[src/rtl/fir_output_formatter.sv]
// Output formatter for the FIR datapath: discards the pipeline-fill warm-up
// samples, decimates, rounds/shifts, saturates to OUT_W and buffers the
// result in a first-word-fall-through FIFO. Sticky flags report clipping and
// FIFO overflow.
module fir_output_formatter #(
    parameter int unsigned IN_W       = 64,
    parameter int unsigned OUT_W      = 16,
    parameter int unsigned SHIFT      = 0,
    parameter int unsigned WARMUP_LEN = 102,
    parameter int unsigned DEPTH      = 8
) (
    input  logic                       clk,
    input  logic                       rst,
    input  logic                       in_valid,
    input  logic [IN_W-1:0]            in_data,
    input  logic [3:0]                 decim,
    input  logic                       clr_flags,
    output logic                       m_valid,
    input  logic                       m_ready,
    output logic [OUT_W-1:0]           m_data,
    output logic                       sat_flag,
    output logic                       ovf_flag,
    output logic [$clog2(DEPTH):0]     level
);

    localparam int unsigned AW  = $clog2(DEPTH);
    localparam int unsigned LW  = AW + 1;
    localparam int unsigned WCW = (WARMUP_LEN > 0) ? $clog2(WARMUP_LEN + 1) : 1;

    // Saturation bounds expressed at the widened rounding width.
    localparam logic signed [IN_W:0] MaxV = {{(IN_W - OUT_W + 2){1'b0}}, {(OUT_W - 1){1'b1}}};
    localparam logic signed [IN_W:0] MinV = {{(IN_W - OUT_W + 2){1'b1}}, {(OUT_W - 1){1'b0}}};

    typedef enum logic [0:0] {StWarmup, StRun} state_e;

    // With no warm-up the block comes out of reset already running.
    localparam state_e StInit = (WARMUP_LEN == 0) ? StRun : StWarmup;

    state_e             state_q, state_d;
    logic [WCW-1:0]     warm_q, warm_d;
    logic [3:0]         phase_q, phase_d;
    logic [3:0]         dec_q, dec_d;
    logic               fmt_valid_q, fmt_valid_d;
    logic [OUT_W-1:0]   fmt_data_q, fmt_data_d;
    logic [AW-1:0]      wr_ptr_q, wr_ptr_d;
    logic [AW-1:0]      rd_ptr_q, rd_ptr_d;
    logic [LW-1:0]      level_q, level_d;
    logic               sat_q, sat_d;
    logic               ovf_q, ovf_d;
    logic [OUT_W-1:0]   mem_q [DEPTH];

    logic               in_run;
    logic               keep;
    logic [3:0]         decim_eff;
    logic [3:0]         period;
    logic signed [IN_W:0] ext;
    logic signed [IN_W:0] rnd;
    logic [OUT_W-1:0]   sat_val;
    logic               clip;
    logic               pop;
    logic               full;
    logic               push;
    logic               drop;

    assign ext = {in_data[IN_W-1], in_data};

    // Round half up at the widened width so the bias add cannot overflow.
    if (SHIFT > 0) begin : g_round
        localparam logic signed [IN_W:0] Half = {{IN_W{1'b0}}, 1'b1} << (SHIFT - 1);
        assign rnd = (ext + Half) >>> SHIFT;
    end else begin : g_pass
        assign rnd = ext;
    end

    // Clamp the rounded value into the signed output range.
    always_comb begin
        clip    = 1'b0;
        sat_val = rnd[OUT_W-1:0];
        if (rnd > MaxV) begin
            clip    = 1'b1;
            sat_val = MaxV[OUT_W-1:0];
        end else if (rnd < MinV) begin
            clip    = 1'b1;
            sat_val = MinV[OUT_W-1:0];
        end
    end

    // Warm-up FSM: count discarded valid inputs, then run until reset.
    always_comb begin
        state_d = state_q;
        warm_d  = warm_q;
        unique case (state_q)
            StWarmup: begin
                if (in_valid) begin
                    if (32'(warm_q) == WARMUP_LEN - 32'd1) begin
                        state_d = StRun;
                    end else begin
                        warm_d = warm_q + WCW'(1);
                    end
                end
            end
            StRun: begin
                state_d = StRun;
            end
            default: state_d = StInit;
        endcase
    end

    assign in_run = (state_q == StRun);

    // Decimation: the period in force is latched at each keep (phase 0), so a
    // decim change only applies from the next wrap.
    always_comb begin
        decim_eff = (decim < 4'd2) ? 4'd1 : decim;
        period    = (phase_q == 4'd0) ? decim_eff : dec_q;
        keep      = in_run && in_valid && (phase_q == 4'd0);
        phase_d   = phase_q;
        dec_d     = dec_q;
        if (in_run && in_valid) begin
            phase_d = (phase_q == period - 4'd1) ? 4'd0 : phase_q + 4'd1;
            if (phase_q == 4'd0) begin
                dec_d = decim_eff;
            end
        end
    end

    // Format stage capture, FIFO bookkeeping and sticky flags.
    always_comb begin
        fmt_valid_d = keep;
        fmt_data_d  = keep ? sat_val : fmt_data_q;
        pop         = m_valid && m_ready;
        full        = (level_q == LW'(DEPTH));
        push        = fmt_valid_q && (!full || pop);
        drop        = fmt_valid_q && full && !pop;
        wr_ptr_d    = push ? wr_ptr_q + AW'(1) : wr_ptr_q;
        rd_ptr_d    = pop  ? rd_ptr_q + AW'(1) : rd_ptr_q;
        case ({push, pop})
            2'b10:   level_d = level_q + LW'(1);
            2'b01:   level_d = level_q - LW'(1);
            default: level_d = level_q;
        endcase
        // A set event in the same cycle as a clear wins.
        sat_d = (sat_q && !clr_flags) || (keep && clip);
        ovf_d = (ovf_q && !clr_flags) || drop;
    end

    // Control and status state.
    always_ff @(posedge clk or posedge rst) begin
        if (rst) begin
            state_q     <= StInit;
            warm_q      <= '0;
            phase_q     <= '0;
            dec_q       <= 4'd1;
            fmt_valid_q <= 1'b0;
            fmt_data_q  <= '0;
            wr_ptr_q    <= '0;
            rd_ptr_q    <= '0;
            level_q     <= '0;
            sat_q       <= 1'b0;
            ovf_q       <= 1'b0;
        end else begin
            state_q     <= state_d;
            warm_q      <= warm_d;
            phase_q     <= phase_d;
            dec_q       <= dec_d;
            fmt_valid_q <= fmt_valid_d;
            fmt_data_q  <= fmt_data_d;
            wr_ptr_q    <= wr_ptr_d;
            rd_ptr_q    <= rd_ptr_d;
            level_q     <= level_d;
            sat_q       <= sat_d;
            ovf_q       <= ovf_d;
        end
    end

    // FIFO storage; contents are only visible through level, so no reset.
    always_ff @(posedge clk) begin
        if (push) begin
            mem_q[wr_ptr_q] <= fmt_data_q;
        end
    end

    assign m_valid  = (level_q != '0);
    assign m_data   = m_valid ? mem_q[rd_ptr_q] : '0;
    assign level    = level_q;
    assign sat_flag = sat_q;
    assign ovf_flag = ovf_q;

endmodule

[config.mk]
export PLATFORM = sky130hd
export DESIGN_NAME = fir_output_formatter
export DESIGN_NICKNAME = d
export VERILOG_FILES = /design/src/rtl/fir_output_formatter.sv
export SDC_FILE = /design/constraint.sdc
export NUM_CORES = 1
export LEC_CHECK = 0
export BUFFER_PORTS_ARGS = -buffer_cell sky130_fd_sc_hd__buf_2
export CORE_MARGIN = 4
export CORE_UTILIZATION = 35
export DETAILED_ROUTE_END_ITERATION = 8
export PLACE_DENSITY = 0.53
export SLEW_MARGIN = 5
export SYNTH_ARGS = -nofsm -noshare
export SYNTH_HDL_FRONTEND = slang
export SYNTH_SLANG_ARGS = --single-unit
[constraint.sdc]
create_clock -name clk -period 8.2 [get_ports clk]
set_clock_uncertainty 0.2 [all_clocks]
set_input_delay 1.23 -clock clk [delete_from_list [all_inputs] [get_ports clk]]
set_output_delay 1.23 -clock clk [all_outputs]
set_load 0.02 [all_outputs]
* After elaboration in Yosys (flattened, before gate mapping) *
Memories as Yosys holds them, arrays and structs flattened.
Cells that the tools add are included.

storage, ports and cells
  bits in registers = 45
  latch bits = 0
  RAM bits = 128
  ROM bits = 0
  input port bits = 73
  word-level logic and storage cells = 62
  memories = 1

memory list
  memory  words  bits a word  read ports  clocked after Yosys merged registers in  wr ports  RTL line  source
  mem_q   8      16           1           0                                        1         50        logic [OUT_W-1:0] mem_q [DEPTH];

cells by class
  add/subtract/negate cells = 7
  multipliers = 0
  divide/modulo/power cells = 0
  order comparisons = 3
  equal/unequal tests = 5
  shifts and indexed selects = 0
  muxes and demuxes = 14
  bitwise logic cells = 2
  reductions and logical operators = 19

operators by type and width
  operator                                                                            number
  64-bit by 16-bit greater-than comparator with 1-bit output (second input constant)  1
  64-bit by 16-bit < comparator with 1-bit output (second input constant)             1
  16-bit two-way mux                                                                  3
  4-bit two-way mux                                                                   3
  1-bit logical AND                                                                   9
  4-bit by 1-bit adder with 4-bit output (second input constant)                      2
  4-bit case mux with 2 select lines                                                  1
  4-bit by 1-bit subtractor with 4-bit output (second input constant)                 2
  7-bit by 1-bit adder with 7-bit output (second input constant)                      1
  7-bit equality test (second input constant)                                         1
  3-bit by 1-bit adder with 3-bit output (second input constant)                      2
  1-bit two-way mux                                                                   6
  4-bit equality test                                                                 1
  4-bit equality test (second input constant)                                         1
  4-bit zero test                                                                     1
  4-bit by 2-bit < comparator with 1-bit output (second input constant)               1
  4-bit nonzero test                                                                  1
  1-bit zero test                                                                     3
  1-bit logical OR                                                                    3
  3-bit AND reduction                                                                 1
  2-bit by 1-bit equality test with 1-bit output (second input constant)              1
  2-bit equality test (second input constant)                                         1
  1-bit inverter                                                                      2
  1-bit case mux with 2 select lines                                                  1
  2-bit nonzero test                                                                  1

* Logic depth before layout (Yosys ltp) *
Gate-level depths: netlist of run 1.

  depth after elaboration = 6
  mapped depth = 11

* Worst setup path before layout of run 1 *
OpenSTA, ideal clock, no wires.

  path kind = input -> register
  start point = input m_ready
  end point = memory mem_q[0][0], enable pin
  setup time = 409 ps
  arrival = 2791 ps
  data required time = 7591 ps
  path slack = 4799 ps
  stages on the path = 4
  path through = nand3b_1 -> and2_1 -> nand2b_1 -> nor3_1

between the ends
  cells in the longest elaborated chain, start to end = 5

RTL lines
  what                                     RTL line  source
  start: declaration                       19        input logic m_ready,
  1-bit logical AND                        131       pop = m_valid && m_ready;
  1-bit logical OR                         133       push = fmt_valid_q && (!full || pop);
  1-bit logical AND                        133
  1-bit two-way mux                        178       if (push) begin
  1-bit two-way mux (not written as such)  179       mem_q[wr_ptr_q] <= fmt_data_q;
  end: declaration                         50

No other way between the ends.

* Worst setup path in the final report of run 1 *
  start point = register rd_ptr_q[0]
  end point = output m_data[7]

between the ends
  cells in the longest elaborated chain, start to end = 2

RTL lines
  what                      RTL line  source
  start: declaration        46        logic [AW-1:0] rd_ptr_q, rd_ptr_d;
  start signal: assignment  169       rd_ptr_q <= rd_ptr_d;
  memory read 8 x 16 bit    --
  16-bit two-way mux        184       assign m_data = m_valid ? mem_q[rd_ptr_q] : '0;
  end: declaration          20        output logic [OUT_W-1:0] m_data,

No other way between the ends.

==> results of run 1 <==
-- path summary, 6_finish.rpt --
path / startpoint / end / slack [ns] / cells past startpoint
min: rd_ptr_q[2] / rd_ptr_q[2] / 0.27 / 1
min in group asynchronous: rst / warm_q[6] / 0.85 / 2
max reg2reg: level[0] / level[3] / 5.29 / 12
max: rd_ptr_q[0] / m_data[7] / 4.26 / 5
max in group asynchronous: rst / rd_ptr_q[1] / 6.27 / 2
min reg2reg: rd_ptr_q[2] / rd_ptr_q[2] / 0.27 / 1
-- area by class of cell --
class                           count  area share [%]
Multi-Input combinational cell    241           26.35
Inverter                           16          0.6830
Sequential cell                   173           56.56
Tap cell                          270           3.842
Clock inverter                     15           1.522
Timing Repair Buffer              104           6.175
Clock buffer                       17           4.838
Antenna cell                        1         0.02846
-- flip-flops by register name, summed over array words and instances, names as in the netlist --
name,cells
fmt_data_q,16
mem_q,128
level,4
ovf_flag,1
wr_ptr_q,3
fmt_valid_q,1
in_run,1
warm_q,7
sat_flag,1
rd_ptr_q,3
phase_q,4
dec_q,4
-- per-stage QoR --
step,setup slack [ns],cells,utilization (%),area [µm²]
6_report,4.263,837,42.91,8793
5_1_grt,4.064,836,42.89,8791
4_1_cts,4.187,836,42.89,8791
3_5_place_dp,4.653,804,40.16,8232
3_3_place_gp,4.632,804,40.16,8232
2_1_floorplan,4.799,447,-,7385
-- placed cells by master (no fill, tap or decap), drive strengths merged, types with 3 or more instances in the layout --
master	synthesis	final
edfxtp	128	128
buf	9	104
dfrtp	44	44
mux4	32	32
nor2	32	32
nand2	24	24
mux2i	21	21
inv	16	21
nand4	17	17
clkbuf	8	17
nor4	15	15
a221o	15	15
xnor2	13	13
ha	10	10
o21ai	10	10
nand2b	7	7
nor3	7	7
clkinv	0	5
xor2	4	4
mux2	4	4
clkinvlp	0	4
and2	3	3
nor2b	3	3
a21oi	3	3
-- routing by layer --
layer | GRT usage [%] | routed length [µm] | up-vias
li1 | - | - | 1984
met1 | 18.77 | 7200 | 2207
met2 | 22.91 | 7919 | 116
met3 | 3.902 | 777 | 14
met4 | 3.988 | 208 | 2
met5 | 0 | 7 | -
-- power groups by stage --
stage	clock network (µW)	logic [µW]	registers, µW
5_1_grt	824	568	1070
6_report	760	510	1060
4_1_cts	781	526	1060
3_3_place_gp	0	516	1080
3_5_place_dp	0	526	1080
2_1_floorplan	0	396	1030
-- Yosys cell counts (all sizes together), types with 2 or more instances --
cell / count / area [µm²]
mux2i: 21 / 210.2
buf: 9 / 58.80
dfrtp: 44 / 1101
nand4: 17 / 106.4
nor2b: 3 / 18.77
nand3: 2 / 10.01
xnor2: 13 / 113.9
mux4: 32 / 720.7
or2: 2 / 12.51
nor2: 32 / 120.1
nand2: 24 / 92.59
ha: 10 / 125.1
and2: 3 / 18.77
nand3b: 2 / 15.01
inv: 16 / 60.06
a221o: 15 / 157.7
clkbuf: 8 / 30.03
nor4: 15 / 140.1
o21ai: 10 / 50.04
a21oi: 3 / 22.52
nor4bb: 2 / 20.02
nand2b: 7 / 43.79
mux2: 4 / 45.04
nor3: 7 / 40.04
a311oi: 2 / 23.77
xor2: 4 / 35.03
edfxtp: 128 / 3844
-- worst max-delay path: stages, from the launching register on --
cell     delay [ns]
dfrtp_2        0.43
buf_4          0.54
mux4_2         0.59
mux2i_1        0.27
nor2_1         0.06
buf_2          0.16
-- logic make-up after synthesis --
kind of cell               after synthesis
AOI/OAI and AO/OA                       37
DFF                                    173
muxes                                   57
adders and majority gates               11
buffers and inverters                   33
xor gates and xnor gates                17
and+or+nand+nor                        119
==> flow_summary.json, run 1 <==
{
  "outcome": "finished, final reports clean",
  "grt_pass1_wl_um": 25150,
  "nets": 637,
  "vdd_ir_drop_max_uv": 140.5,
  "synth_top_family_by_area": "multiplexers",
  "wl_per_cell_um": 19.25,
  "critical_path_arrival_ns": 2.51,
  "seqCellArea_mm2": 0.004974,
  "yosysWarnings": 0,
  "syn-mean-instance-area_um2": 16.52,
  "cts_setup_buffers": 0,
  "min_path_type": "reg2reg",
  "syn_nets": 531,
  "synth-xor-area-share_pct": 2.016,
  "sw_frac_of_total_pct": 29.88,
  "hold_violations": 0,
  "max_cap_viol_count": 0,
  "dpl.hpwl_um": 10590,
  "multi_input_area_mm2": 0.002317,
  "synthSimpleGateAreaFrac_pct": 9.149,
  "ctsHoldBuffers": 0,
  "clockPowerShare_pct": 32.6,
  "cellLeakagePower_uw": 0.003545,
  "path_class": "reg2out",
  "fmax_mhz": 254.0,
  "port_buffers": 95,
  "period_minus_slack_ns": 3.937,
  "vias_per_cell": 5.165,
  "switching_power_uw": 696.6,
  "synth_fa_ha_area_share_pct": 1.965,
  "drc": 0,
  "antenna_left": 0,
  "wirelength_um": 16110,
  "drv_slew": 0,
  "cp-start-kind": "flop",
  "place_congestion": 0.8211,
  "die_h_um": 153.3,
  "synth_seq_cells": 173,
  "maxSlewHeadroom_pct": 28.64,
  "synth_edf_count": 128,
  "cts_buffers": 17,
  "grt_use_total_pct": 14.13,
  "overflow": 0,
  "htreeDepth": 4,
  "clk_pin_slew_ns": 0.06,
  "coreArea_mm2": 0.02049,
  "fin_setup_tns_ns": 0,
  "synth_area_mm2": 0.007385,
  "p_comb_share_pct": 21.9,
  "cell_internal_pwr_uw": 1635,
  "ys.flop_type": "edfxtp_1",
  "ys_seq_area_share_pct": 67.32,
  "grt_pass1_vias": 4408,
  "clock_path_buffers": 2,
  "initial_core_util_pct": 36.03,
  "ios": 96,
  "firstDrtPassIters": 4,
  "crit_fanout": 30,
  "clock_latency_ns": 0.42,
  "die_x_um": 153.3,
  "synthMuxAreaShare_pct": 13.22,
  "antenna_found_initial": 1,
  "cts_resized": 0,
  "grt_max_degree": 46,
  "period_share_pct": 48.01,
  "drtIter0Drc": 277,
  "syn_inst": 447,
  "drive_gt1_share_pct": 36.40,
  "syn2layout_area_growth_pct": 19.08,
  "clkSinkCount": 173,
  "fillers": 1863,
  "pwr-share-seq_pct": 45.5,
  "worstMarginPinSlew_ns": 1.067,
  "p_per_area_mw_per_mm2": 265.1,
  "whs_ns": 0.2718,
  "cts_tree": "built",
  "required_ns": 6.77,
  "power_uw": 2332,
  "die_area_mm2": 0.02349,
  "via_count": 4323,
  "ys_async_sr_fraction_pct": 26.01,
  "synth_compound_area_share_pct": 4.321,
  "setup_viol": 0,
  "yosysUniqueCellTypes": 50,
  "root_buffer": "clkbuf_16",
  "rows": 52,
  "rsz0062_at_grt": "false",
  "cp-end-kind": "output port"
}
(Power assumes the default switching activity.)
==> run 2, diff against run 1 <==
--- a/config.mk
+++ b/config.mk
@@ -5,6 +5,7 @@
 export SDC_FILE = /design/constraint.sdc
 export NUM_CORES = 1
 export LEC_CHECK = 0
+export ABC_AREA = 1
 export BUFFER_PORTS_ARGS = -buffer_cell sky130_fd_sc_hd__buf_2
 export CORE_MARGIN = 4
 export CORE_UTILIZATION = 35
==> constraint.sdc (replaced) <==
create_clock -name clk -period 3.9 [get_ports clk]
set_clock_uncertainty 0.2 [all_clocks]
set_input_delay 0.585 -clock clk [delete_from_list [all_inputs] [get_ports clk]]
set_output_delay 0.585 -clock clk [all_outputs]
set_load 0.02 [all_outputs]
==> run 2 against run 1 <==
  * Power rose to 2.8 times the previous value
  * Synthesized area rose by 5.5%
  * Critical path depth rose by 1
  * Global-route usage rose by 0.64 points
  * Largest power group unchanged
  * Via count rose by 27%
  * Setup slack got worse by 3.5 ns
==> flow_summary.json, run 2 <==
{
  "outcome": "finished, final reports clean",
  "ys_seq_area_share_pct": 63.83,
  "grtUsageMet1_pct": 19.94,
  "vdd_ir_drop_max_uv": 365.6,
  "wl_per_cell_um": 15.09,
  "drv_slew": 0,
  "clock_latency_ns": 0.42,
  "die_area_mm2": 0.02470,
  "antenna_found_initial": 1,
  "ys_async_sr_fraction_pct": 26.01,
  "firstDrtPassIters": 6,
  "root_buffer": "clkbuf_16",
  "top_regs": "mem_q x128, fmt_data_q x16, warm_q x7",
  "clkSinkCount": 173,
  "syn2layout_area_growth_pct": 17.54,
  "syn_inst": 782,
  "grt_pass1_wl_um": 28350,
  "port_buffers": 95,
  "instances_no_fill": 1171,
  "synth_top_area_share_pct": 49.36,
  "drive_gt1_share_pct": 16.84,
  "synth_commonest_cells": "nor2_1 (196), nand2_1 (180), edfxtp_1 (128)",
  "antenna_cells": 0,
  "worstMarginPinSlew_ns": 0.9797,
  "grt.met2_usage_pct": 23.65,
  "max_cap_viol_count": 0,
  "cp-end-kind": "output port",
  "reg2reg_setup_slack_ns": 0.90,
  "r2r-end": "mem_q[6][12]",
  "cp_common_cell": "o21ai_0",
  "cp-start-kind": "flop",
  "ctsHoldBuffers": 0,
  "via_count": 5506,
  "period_share_pct": 80.93,
  "yosysWarnings": 0,
  "ios": 96,
  "mostFrequentLayoutCell": "nor2_1",
  "r2r-start": "level[0]",
  "fmax_mhz": 316.8,
  "power_uw": 6592,
  "yosysUniqueCellTypes": 27,
  "regMostFlops": "mem_q",
  "cellLeakagePower_uw": 0.003760,
  "coreArea_mm2": 0.02182,
  "synth.area.top_cells": "edfxtp_1 (49%), dfrtp_1 (14%), nor2_1 (9.4%), nand2_1 (8.7%), o21ai_0 (3.7%)",
  "synth_edf_count": 128,
  "drtIter0Drc": 309,
  "setup_viol": 0,
  "cts_tree": "built",
  "grt_use_total_pct": 14.76,
  "grt_max_degree": 66,
  "die_x_um": 157.2,
  "drc": 0,
  "min_path_type": "in2async",
  "synth.most_common_cell": "nor2_1",
  "multi_input_area_mm2": 0.002489,
  "hold_violations": 0,
  "synth_seq_cells": 173,
  "whs_ns": 0.1908,
  "path_class": "reg2out",
  "clk_pin_slew_ns": 0.06,
  "synth_area_mm2": 0.007787,
  "seqCellArea_mm2": 0.004974,
  "cts_setup_buffers": 0,
  "dp_cells": 1139,
  "layout_common_cells": "nor2_1 (196), nand2_1 (180), edfxtp_1 (128), buf_2 (95), o21ai_0 (57)",
  "wirelength_um": 17670,
  "place_congestion": 0.7855,
  "rsz0062_at_grt": "false",
  "fin_setup_tns_ns": 0,
  "nets": 962,
  "initial_core_util_pct": 35.68,
  "met3_usage_pct": 4.014,
  "required_ns": 3.12,
  "grt_pass1_vias": 5482,
  "fillers": 2149,
  "htreeDepth": 4,
  "ys.flop_type": "edfxtp_1",
  "rows": 54,
  "cts_resized": 0,
  "grt_most_used_layer": "met2",
  "slowest_delay_ns": 0.89,
  "period_minus_slack_ns": 3.156,
  "largest_reg_flops": 128,
  "clock_path_buffers": 2,
  "dpl.hpwl_um": 11730,
  "reg2reg_depth": 8,
  "crit_fanout": 46,
  "maxSlewHeadroom_pct": 34.59,
  "yosysTopAreaCell": "edfxtp_1",
  "antenna_left": 0,
  "crit_path_top_delay_cell": "dfrtp_2",
  "crit_chain": "buf_4, o21ai_0, o32ai_1, o21ai_0, nor2_1, buf_2",
  "syn_nets": 866,
  "die_h_um": 157.2,
  "vias_per_cell": 4.702,
  "overflow": 0,
  "syn-mean-instance-area_um2": 9.958,
  "p_per_area_mw_per_mm2": 720.1,
  "critical_path_arrival_ns": 2.37,
  "cts_buffers": 17
}
[run 2: cell count changes in the layout (fill, tap and decap cells not counted), moves of 7 or more]
cell / change
inv_1: +29
xnor2_1: -8
nor2_1: +170
nor4_1: -9
mux4_2: -32
mux2i_1: -21
nand2_1: +157
nand3_1: +11
nand2b_1: -7
nand4_1: -8
o21ai_0: +48
a221o_1: -9
o32ai_1: +32
[run 2: layout make-up]
cell class / instances / area share [%]
repair buffers: 108 / 6.397
multi-input cells: 531 / 27.19
flip-flops and latches: 173 / 54.33
clock buffers: 28 / 6.083
inverters: 47 / 1.927
well taps: 280 / 3.827
clock inverters: 4 / 0.2460
[run 2: worst max path at each step]
stage,slack [ns],endpoint,cells past startpoint,startpoint
final,0.74,m_data[3],6,rd_ptr_q[1]
after global routing,0.55,m_data[0],6,rd_ptr_q[1]
after global placement,0.96,level[3],12,level[0]
after CTS,0.68,m_data[9],7,rd_ptr_q[0]
after detailed placement,0.86,mem_q[6][8],8,level[0]
after floorplan,1.38,mem_q[0][0],7,level[0]
[run 2: cell families after synthesis]
family	count (synthesis)	synth area share (%)
AOI/OAI and AO/OA	98	7.841
xor gates and xnor gates	15	1.687
adders and majority gates	11	1.864
buffers and inverters	78	4.210
DFF	173	63.83
and+or+nand+nor	407	20.57
[run 2: stage by stage]
stage | utilization (%) | area, µm² | worst slack (ns)
3_3_place_gp | 39.29 | 8574 | 0.9550
2_1_floorplan | - | 7787 | 1.385
6_report | 41.94 | 9154 | 0.7436
3_5_place_dp | 39.29 | 8574 | 0.8606
5_1_grt | 41.94 | 9154 | 0.5529
4_1_cts | 41.94 | 9154 | 0.6810
[run 2: layer usage]
metal / part of all wire [%] / vias up
li1: - / 2821
met1: 48 / 2537
met2: 45 / 133
met3: 5.5 / 13
met4: 0.78 / 2
met5: 0.074 / -
[run 2: power by group]
part | leakage, µW | switching, µW | internal [µW]
registers | 0.00172 | 362 | 2390
clock network | 0.000292 | 657 | 974
logic | 0.00175 | 1440 | 763
total | 0.00376 | 2460 | 4130
[run 2: worst max-delay path: cells and delay by family, from the launching register on]
family	cells	cell delay, ns
flip-flops	1	0.89
AO/OA/AOI/OAI	3	0.37
AND/OR/NAND/NOR	1	0.14
buffers and inverters	2	0.55
